File: src/rtl/ram_arb_pkg.sv
// ram_arb_pkg: shared types and constants for the RAM arbiter.
// Holds the arbiter state enum, the default bus widths and the
// control-word bit positions of the MI/RR/RW/HLT strobes.
package ram_arb_pkg;

  localparam int ARB_ADDR_W = 4;
  localparam int ARB_DATA_W = 8;

  // Control-word bit positions, for callers that slice a full control word.
  localparam int MI_BIT  = 11;
  localparam int RR_BIT  = 10;
  localparam int RW_BIT  = 9;
  localparam int HLT_BIT = 15;

  typedef enum logic [1:0] {
    ARB_CPU     = 2'd0,
    ARB_LDR     = 2'd1,
    ARB_RELEASE = 2'd2
  } arb_state_e;

endpackage

File: src/rtl/ram_arb_mar.sv
// ram_arb_mar: memory address register with load enable.
module ram_arb_mar #(
  parameter int ADDR_W = 4
) (
  input  logic              CLK,
  input  logic              RST_N,
  input  logic              load,
  input  logic [ADDR_W-1:0] d,
  output logic [ADDR_W-1:0] q
);

  // Capture the new address on load; otherwise hold.
  always_ff @(posedge CLK or negedge RST_N) begin
    if (!RST_N)    q <= '0;
    else if (load) q <= d;
  end

endmodule

File: src/rtl/ram_arbiter.sv
// ram_arbiter: shares the program/data RAM between the CPU control path
// and an external program loader. The loader only takes the RAM at an
// instruction boundary or while the CPU is halted; the sequencer is
// stalled for the whole grant plus one release cycle.
// Optional feature: define RAM_ARB_WP_EN to block CPU writes at or above
// WP_BASE and raise a sticky wp_fault.
module ram_arbiter
  import ram_arb_pkg::*;
#(
  parameter int                ADDR_W  = ARB_ADDR_W,
  parameter int                DATA_W  = ARB_DATA_W,
  parameter logic [ADDR_W-1:0] WP_BASE = 4'hC
) (
  input  logic              CLK,
  input  logic              RST_N,
  input  logic              cpu_mi,
  input  logic              cpu_rr,
  input  logic              cpu_rw,
  input  logic [DATA_W-1:0] cpu_bus_in,
  input  logic              cpu_boundary,
  input  logic              cpu_hlt,
  output logic [DATA_W-1:0] cpu_rd_data,
  output logic              cpu_stall,
  input  logic              ldr_req,
  input  logic              ldr_we,
  input  logic [ADDR_W-1:0] ldr_addr,
  input  logic [DATA_W-1:0] ldr_wdata,
  output logic              ldr_gnt,
  output logic              ldr_done,
  output logic [DATA_W-1:0] ldr_rdata,
  output logic [ADDR_W-1:0] ram_addr,
  output logic              ram_we,
  output logic [DATA_W-1:0] ram_wdata,
  input  logic [DATA_W-1:0] ram_rdata,
  output logic              wp_fault
);

  arb_state_e        state_q, state_d;
  logic [ADDR_W-1:0] mar_q;
  logic              cpu_own;
  logic              ldr_acc;
  logic              wp_block;

  assign cpu_own = (state_q == ARB_CPU);
  // A loader access is any granted cycle with the request still held.
  assign ldr_acc = (state_q == ARB_LDR) & ldr_req;

  // CPU strobes only act while the CPU owns the RAM.
  ram_arb_mar #(.ADDR_W(ADDR_W)) u_mar (
    .CLK  (CLK),
    .RST_N(RST_N),
    .load (cpu_own & cpu_mi),
    .d    (cpu_bus_in[ADDR_W-1:0]),
    .q    (mar_q)
  );

`ifdef RAM_ARB_WP_EN
  assign wp_block = cpu_own & cpu_rw & (mar_q >= WP_BASE);

  // Sticky fault: set by any blocked CPU write, cleared only by reset.
  always_ff @(posedge CLK or negedge RST_N) begin
    if (!RST_N)        wp_fault <= 1'b0;
    else if (wp_block) wp_fault <= 1'b1;
  end
`else
  assign wp_block = 1'b0;
  assign wp_fault = 1'b0;
`endif

  // Ownership state register.
  always_ff @(posedge CLK or negedge RST_N) begin
    if (!RST_N) state_q <= ARB_CPU;
    else        state_q <= state_d;
  end

  // Next ownership: grant at boundary/halt, release takes one extra cycle.
  always_comb begin
    state_d = state_q;
    unique case (state_q)
      ARB_CPU:     if (ldr_req & (cpu_boundary | cpu_hlt)) state_d = ARB_LDR;
      ARB_LDR:     if (!ldr_req)                           state_d = ARB_RELEASE;
      ARB_RELEASE: state_d = ARB_CPU;
      default:     state_d = ARB_CPU;
    endcase
  end

  // Grant/stall are registered from the next state so they change on the
  // same edge as the ownership itself; loader completion lags one cycle.
  always_ff @(posedge CLK or negedge RST_N) begin
    if (!RST_N) begin
      ldr_gnt   <= 1'b0;
      cpu_stall <= 1'b0;
      ldr_done  <= 1'b0;
      ldr_rdata <= '0;
    end else begin
      ldr_gnt   <= (state_d == ARB_LDR);
      cpu_stall <= (state_d != ARB_CPU);
      ldr_done  <= ldr_acc;
      if (ldr_acc) ldr_rdata <= ram_rdata;
    end
  end

  // RAM port steering. The release cycle is idle: MAR on the address bus,
  // no write, nothing driven to the CPU bus.
  always_comb begin
    ram_addr    = mar_q;
    ram_we      = 1'b0;
    ram_wdata   = cpu_bus_in;
    cpu_rd_data = '0;
    unique case (state_q)
      ARB_CPU: begin
        ram_we      = cpu_rw & ~wp_block;
        cpu_rd_data = cpu_rr ? ram_rdata : '0;
      end
      ARB_LDR: begin
        ram_addr  = ldr_addr;
        ram_we    = ldr_acc & ldr_we;
        ram_wdata = ldr_wdata;
      end
      default: ;
    endcase
  end

endmodule

File: config.mk
export PLATFORM = sky130hd
export DESIGN_NAME = ram_arbiter
export DESIGN_NICKNAME = d
export VERILOG_FILES = /design/src/rtl/ram_arb_pkg.sv /design/src/rtl/ram_arb_mar.sv /design/src/rtl/ram_arbiter.sv
export SDC_FILE = /design/constraint.sdc
export NUM_CORES = 1
export LEC_CHECK = 0
export ABC_AREA = 0
export BUFFER_PORTS_ARGS = -buffer_cell sky130_fd_sc_hd__buf_4
export CORE_UTILIZATION = 43
export CTS_CLUSTER_SIZE = 28
export DETAILED_ROUTE_END_ITERATION = 6
export GPL_TIMING_DRIVEN = 0
export PLACE_DENSITY = 0.9
export SETUP_SLACK_MARGIN = 0.5
export SLEW_MARGIN = 25
export SYNTH_ARGS = -nofsm -noshare
export SYNTH_HDL_FRONTEND = slang
export SYNTH_SLANG_ARGS = --single-unit
export TNS_END_PERCENT = 1
File: constraint.sdc
create_clock -name CLK -period 3.6 [get_ports CLK]
set_clock_uncertainty 0.1 [all_clocks]
set_input_delay 0.18 -clock CLK [delete_from_list [all_inputs] [get_ports CLK]]
set_output_delay 0.18 -clock CLK [all_outputs]
set_load 0.05 [all_outputs]
== After elaboration in Yosys (flattened, before gate mapping) ==
Index checks and enable logic that the tools add are counted.

* Equality and inequality tests: 2
* Mux-type cells: 8
* Bitwise logic cells: 5
* Reduce and logical (&&, ||, !) cells: 2

{| class="wikitable"
|+ Operators by type and width
! operator !! number
|-
| $mux W8 || 3
|-
| $and A1 B1 Y1 || 4
|-
| $eq A2 B1 Y1 const B || 2
|-
| $mux W2 || 2
|-
| $mux W4 || 1
|-
| $pmux W2 S2 || 1
|-
| $logic_not A2 Y1 || 1
|-
| $pmux W1 S2 || 1
|-
| $reduce_bool A2 Y1 || 1
|-
| $or A1 B1 Y1 || 1
|}

* Register bits after elaboration: 17
* Input bits: 37
* Output and inout bits: 33
* Logic and storage cells: 23

== Longest topological paths before layout ==
Gate-level depths: netlist (run 1).

* Depth after elaboration: 5
* Depth in mapped cells: 4
* Mapped depth without buffers: 2

== Cells and area by module ==
From an unflattened synthesis (run 1), not the netlist that was laid out.

* Cell total of the unflattened synthesis: 69
* Area total of the unflattened synthesis: 949.7 sq um

{| class="wikitable"
|+ By module, submodules not included
! module !! times used !! cells each !! area an instance (sq um) !! sequential area each (sq um)
|-
| ram_arbiter || 1 || 61 || 804.5 || 325.3
|-
| ram_arb_mar || 1 || 8 || 145.1 || 100.1
|}

== Worst setup path before layout (run 1) ==
Ideal clock, no wire load.

* Path kind: reg2out
* Start: register state_q[0]
* End: output port ram_we
* Data arrival time: 1385 ps
* Setup slack: 1935 ps
* Stages on the path, launching flop included: 4
* Path through: dfrtp_1 -> buf_6 -> nand2b_1 -> a21oi_1

* Longest elaborated chain between the ends: 4
* Elaborated cells on any way between the ends: 5
* Classes of those cells: 1 x eq/ne; 1 x mux; 2 x bitwise; 1 x reduce/logical

{| class="wikitable"
|+ RTL lines
! element !! RTL line !! text
|-
| from (decl) || ram_arbiter.sv:38 || <nowiki>arb_state_e state_q, state_d;</nowiki>
|-
| from (signal assigned) || ram_arbiter.sv:73 || <nowiki>else state_q <= state_d;</nowiki>
|-
| $eq A2 B1 Y1 || ram_arbiter.sv:46, ram_arbiter.sv:110 ||
|-
| $and A1 B1 Y1 || ram_arbiter.sv:46 || <nowiki>assign ldr_acc = (state_q == ARB_LDR) & ldr_req;</nowiki>
|-
| $and A1 B1 Y1 || ram_arbiter.sv:117 || <nowiki>ram_we = ldr_acc & ldr_we;</nowiki>
|-
| $pmux W1 S2 * || ram_arbiter.sv:110 || <nowiki>unique case (state_q)</nowiki>
|-
| to (decl) || ram_arbiter.sv:32 || <nowiki>output logic ram_we,</nowiki>
|}

Mark *: on every way between the ends. The rest lies on a longest branch, timed or not.

== Worst setup path after layout (run 1) ==
* Start: register state_q[1]
* End: output port ram_wdata[5]

* Longest elaborated chain between the ends: 2

{| class="wikitable"
|+ RTL lines
! element !! RTL line !! text
|-
| $eq A2 B1 Y1 || ram_arbiter.sv:110 ||
|-
| $mux W8 || ram_arbiter.sv:110 ||
|-
| to (decl) || ram_arbiter.sv:33 || <nowiki>output logic [DATA_W-1:0] ram_wdata,</nowiki>
|}

No other way between the ends.

==> results of run 1 <==
-- synthesized netlist by cell type, drive strengths merged --
cell,instances,area (um^2)
mux2,24,307.8
dfrtp,17,425.4
and2,8,50.05
buf,4,50.05
nor3b,4,46.29
a21oi,2,10.01
inv,2,7.510
nor3,2,10.01
conb,1,3.750
nand2b,1,6.260
nand3,1,5.000
nand3b,1,20.02
nor2b,1,13.76
o21ai,1,5.000
-- critical path, cell delays in order, from the launching register on --
cell     delay, ps
dfrtp_1        390
buf_6          140
nor2b_4        160
buf_12         160
mux2_4         310
buf_4          190
-- cells in the final DEF (no fill, tap or decap) --
cell and count:
buf_4 69, dfrtp_1 17, mux2_2 14, mux2_4 10, and2_1 8, clkbuf_4 3
dlygate4sd3_1 3, buf_6 2, nor3_1 2, nor3b_1 2, inv_1 2, a21oi_1 2
nor2b_4 1, buf_12 1, nand2b_1 1, nand3_1 1, nor3b_2 1, o21ai_0 1
nand3b_4 1, nor3b_4 1, conb_1 1, clkinv_2 1
-- path summary, 6_finish.rpt --
check	endpoint	slack, ps	cells past startpoint
max in group asynchronous	u_mar.q[0]	3050	2
min	ldr_rdata[5]	10	2
min reg2reg	u_mar.q[3]	420	1
min in group asynchronous	ldr_rdata[5]	170	2
max reg2reg	u_mar.q[2]	2230	3
max	ram_wdata[5]	1670	5
-- registers in the layout (all words and copies together) (netlist names) --
name / count
u_mar.q: 4
ldr_done: 1
cpu_stall: 1
state_q: 2
ldr_gnt: 1
ldr_rdata: 8
-- power by group --
group          switching (mW)  internal [mW]
sequential             0.0173          0.226
combinational           0.243          0.156
clock                  0.0629         0.0415
-- metal layers --
layer,track usage (%),vias up
met5,0,-
li1,-,387
met1,18.93,375
met3,6.854,5
met2,38.58,60
met4,8.824,0
-- cell families (layout without fill, tap and decap cells) --
logic type,after synthesis,in the layout
multiplexers,24,24
buffers and inverters,6,81
flip-flops,17,17
AO/OA/AOI/OAI,3,3
AND/OR/NAND/NOR,18,18
other,1,1
-- metrics by stage --
stage                     hold slack, ps  utilization [%]  cells  instance area (um^2)  power (mW)
final                              11.34            77.29    171                  1563      0.7470
after global routing               4.527            77.29    171                  1563      0.7812
after CTS                         0.7405            77.29    171                  1563      0.7566
after detailed placement          -44.07            74.44    164                  1505      0.6467
after global placement            -47.22            74.44    164                  1505      0.6365
after floorplan                   -215.6                -     69                 960.9      0.5194
-- layout make-up --
cell class	instances	area (um^2)	area share (%)
Buffer	4	50.05	3.203
Tap cell	27	33.78	2.162
Clock inverter	1	5.005	0.3203
Multi-Input combinational cell	46	478.0	30.58
Clock buffer	3	22.52	1.441
Inverter	2	7.507	0.4804
Sequential cell	17	425.4	27.22
Timing Repair Buffer	71	540.5	34.59
-- what timing repair did --
| item | 4_1_cts | 5_1_grt |
|---|---|---|
| endpoints found under the hold margin | 19 | 0 |
| buffers inserted | 0 | 0 |
| hold buffers | 3 | 0 |
==> impl_metrics.ini, run 1 <==
[layout]
n_fill_cell = 122
drive_gt1_share_pct = 72.22
insertedDiodeCount = 0
nets = 182
area_delta_synth_final_pct = 62.63

[die]
rows = 16
core-area_um2 = 2022
pin_count = 70
die_height_um = 49.27
initial_core_util_pct = 47.52
fp.dieW_um = 49.27
die_area_um2 = 2428

[worst_hold_path]
hold_path.startpoint = ram_rdata[5]
hold_class = input port to flip-flop

[synth]
syn_area_per_cell_um2 = 13.93
yosysUniqueCellTypes = 19
synth_nets = 106
yosysWarnings = 0
synth-compound-area-share_pct = 1.563
synth_xor_area_share_pct = 0
synth_top_family_by_area = multiplexers
yosys.area_share.adder_pct = 0
ys_seq_area_share_pct = 44.27
netlist_instances = 69
synthMuxAreaShare_pct = 32.03
synth_area_um2 = 960.9
synth_seq_cells = 17
synth-simple-area-share_pct = 15.76

[detailed_routing]
route.detailed.drc = 0
dr.pass1.iters = 4
dr_wl_met2_um = 1085
routed_wl_um = 2184
first_iter_violations = 7
vias_per_cell = 4.836
wl_met3_um = 281
drtAntennaViolNets = 0
routed.top_layer = met4
vias = 827
routedWlPerCell_um = 12.77
wl_met1_um = 774

[clocking]
cts-root-buf = clkbuf_4
post_cts_resized = 0
clkSlewWorstSetupHoldPaths_ps = 100
cts_tree = yes
cts_buffers = 3
clk_latency_ps = 300
cts_sinks = 17
htreeDepth = 1
cts_buffer_depth = 2

[sta]
drv_slew = 0
finalCriticalPeriod_ps = 1928
setup_violations = 0
hold_violations = 0
rsz0062_at_grt = false
tns_ps = 0
timing.final.ws_setup_ps = 1672
post-route-period-util_pct = 53.57
max_freq_mhz = 518.6

[place]
place.gp.congestion = 0.6560
dpl.hpwl_um = 1738
port_buffers = 68
place_ws_ps = 2001

[worst_setup_path]
critical_path.startpoint = state_q[1]
worst-setup-path-type = flip-flop to primary output
crit_path_max_fanout = 10
worstPathArrival_ps = 1650
critical_path.endpoint_type = primary output
critical_path_required_ps = 3320
r2r-start = state_q[0]
worstSetupStartpointType = flip-flop

[power]
ir_worst_vdd_mv = 0.3262
p_per_area_nw_per_um2 = 478.0
leakagePower_nw = 0.8111

[global_routing]
grt_pass1_wl_um = 3705
grt_util_all_layers_pct = 20.17
overflow = 0
grt_pass1_vias = 896
grt_max_degree = 18
antenna_found_initial = 0

[job]
cap_viol_max_count = 0

[outcome]
status = completed
Note: power is estimated with default switching activity, not from simulation.
==> inputs of run 2 (changes only) <==
- CORE_UTILIZATION: 43 -> 36
- PLACE_DENSITY: 0.9 -> 0.81
- clock period: 3.6 -> 1.7 ns (I/O delays scaled with it)
==> run 2 against run 1 <==
Critical path type unchanged. Utilization is 2.5 points lower. Wire length is 25% higher. Final cell count is 11% higher. The flow now finishes with violations (setup timing). Sequential cell count stayed put.
==> impl_metrics.ini, run 2 (synthesis gave the netlist of run 1 again) <==
[clocking]
clk_latency_ps = 290
cts-root-buf = clkbuf_4
cts_buffer_depth = 2
clkSlewWorstSetupHoldPaths_ps = 100
htreeDepth = 1
cts_buffers = 3
cts_sinks = 17
cts_tree = yes

[job]
cap_viol_max_count = 0

[layout]
n_fill_cell = 165
drive_gt1_share_pct = 74.21
area_delta_synth_final_pct = 94.66
final_cell_mix = buf_4, buf_6, mux2_4
fin_util_pct = 74.82
insertedDiodeCount = 0
stdcell_count = 189
final_common_cell = buf_4
design_area_um2 = 1871
largest_reg_flops = 8
largestRegisters = ldr_rdata (8), u_mar.q (4), state_q (2)
top_register = ldr_rdata
nets = 197

[detailed_routing]
routedWlPerCell_um = 14.48
dr.pass1.iters = 3
routed_wl_um = 2737
vias = 889
route.detailed.drc = 0
drtAntennaViolNets = 0
first_iter_violations = 2
vias_per_cell = 4.704

[worst_setup_path]
crit_path_max_fanout = 9
worstPathArrival_ps = 1600
path_delay_family = buffers and inverters
worst-setup-path-type = flip-flop to primary output
critPathSlowestCell = dfrtp_1
worstSetupStartpointType = flip-flop
cp_slowest_stage_delay_ps = 390
worst_path_most_repeated_cell = buf_6
critical_path_required_ps = 1510
crit_chain = buf_6 -> nor2b_4 -> buf_4 -> mux2_2 -> buf_6
critical_path.endpoint_type = primary output
cp_num_buf_inv = 3

[global_routing]
grt_util_all_layers_pct = 20.00
antenna_found_initial = 0
grt_pass1_wl_um = 4043
grt_pass1_vias = 950
grt_max_degree = 18
overflow = 0

[die]
die_area_um2 = 2880
rows = 18
die_height_um = 53.67
fp.dieW_um = 53.67
core-area_um2 = 2500
initial_core_util_pct = 38.44
pin_count = 70

[sta]
finalCriticalPeriod_ps = 1786
whs_ps = 31.47
max_freq_mhz = 560.1
hold_violations = 0
post-route-period-util_pct = 105.0
rsz0062_at_grt = true
setup_violations = 17
drv_slew = 0
timing.final.ws_setup_ps = -85.51

[place]
port_buffers = 68
place.gp.congestion = 0.6413
dpl_cell_area_um2 = 1523
dp_cells = 167

[outcome]
status = finished, violations left
violations = setup timing

[power]
leakagePower_nw = 0.9665
ir_worst_vdd_mv = 0.7008
fin_total_pwr_mw = 1.721
p_per_area_nw_per_um2 = 920.0

[worst_hold_path]
hold_class = input port to flip-flop
-- run 2: cell types whose count changed in the layout (fill, tap and decap cells not counted), moves of 7 or more --
cell / before / now
mux2_2: 14 / 3
dlygate4sd3_1: 3 / 15
buf_4: 69 / 50
and2_1: 8 / 0
mux2_4: 10 / 21
buf_6: 2 / 23
and2_2: 0 / 7
-- run 2: repair_timing --
item / 4_1_cts / 5_1_grt
pin swaps: 1 / 2
hold buffers: 15 / 0
endpoints found under the setup margin: 33 / 35
buffers inserted: 3 / 0
resized for setup: 34 / 4
hold endpoints to repair: 32 / 0
-- run 2: stage by stage --
step | setup slack (ps) | TNS [ps]
6_report | -85.51 | -942.0
5_1_grt | -167.9 | -2726
4_1_cts | -93.18 | -1196
3_5_place_dp | 179.7 | 0
3_3_place_gp | 203.4 | 0
2_1_floorplan | 344.5 | 0
-- run 2: tightest hold or removal path: stages --
cell and delay (ps):
buf_4 90, nor3_2 40, nor3b_1 160
-- run 2: worst paths after layout --
kind | from | end | slack (ps) | cells after the start
max | state_q[1] | ram_addr[3] | -90 | 5
min | cpu_boundary | ldr_gnt | 30 | 3
max reg2reg | state_q[0] | u_mar.q[3] | 160 | 4
min reg2reg | ldr_rdata[3] | ldr_rdata[3] | 430 | 1
max in group asynchronous | RST_N | u_mar.q[0] | 1230 | 2
min in group asynchronous | RST_N | ldr_rdata[3] | 80 | 2
-- run 2: cell type report --
class	count	area (um^2)	share of cell area, %
Inverter	2	7.507	0.4013
Sequential cell	17	425.4	22.74
Clock buffer	3	22.52	1.204
Timing Repair Buffer	86	769.5	41.14
Tap cell	30	37.54	2.007
Clock inverter	1	5.005	0.2676
Buffer	4	50.05	2.676
Multi-Input combinational cell	46	553.0	29.57
-- run 2: where the power goes --
part | total, mW | internal, mW | leakage, nW | switching (mW)
Clock | 0.222 | 0.0876 | 0.0177 | 0.134
Sequential | 0.519 | 0.478 | 0.204 | 0.0405
Combinational | 0.981 | 0.435 | 0.745 | 0.546
-- run 2: routing by layer --
metal / up-vias / GRT usage, % / routed length [um]
met5: - / 0 / 0
met4: 0 / 6.579 / 0
met3: 0 / 6.497 / 331
met2: 57 / 39.92 / 1440
met1: 415 / 18.45 / 966
li1: 417 / - / -
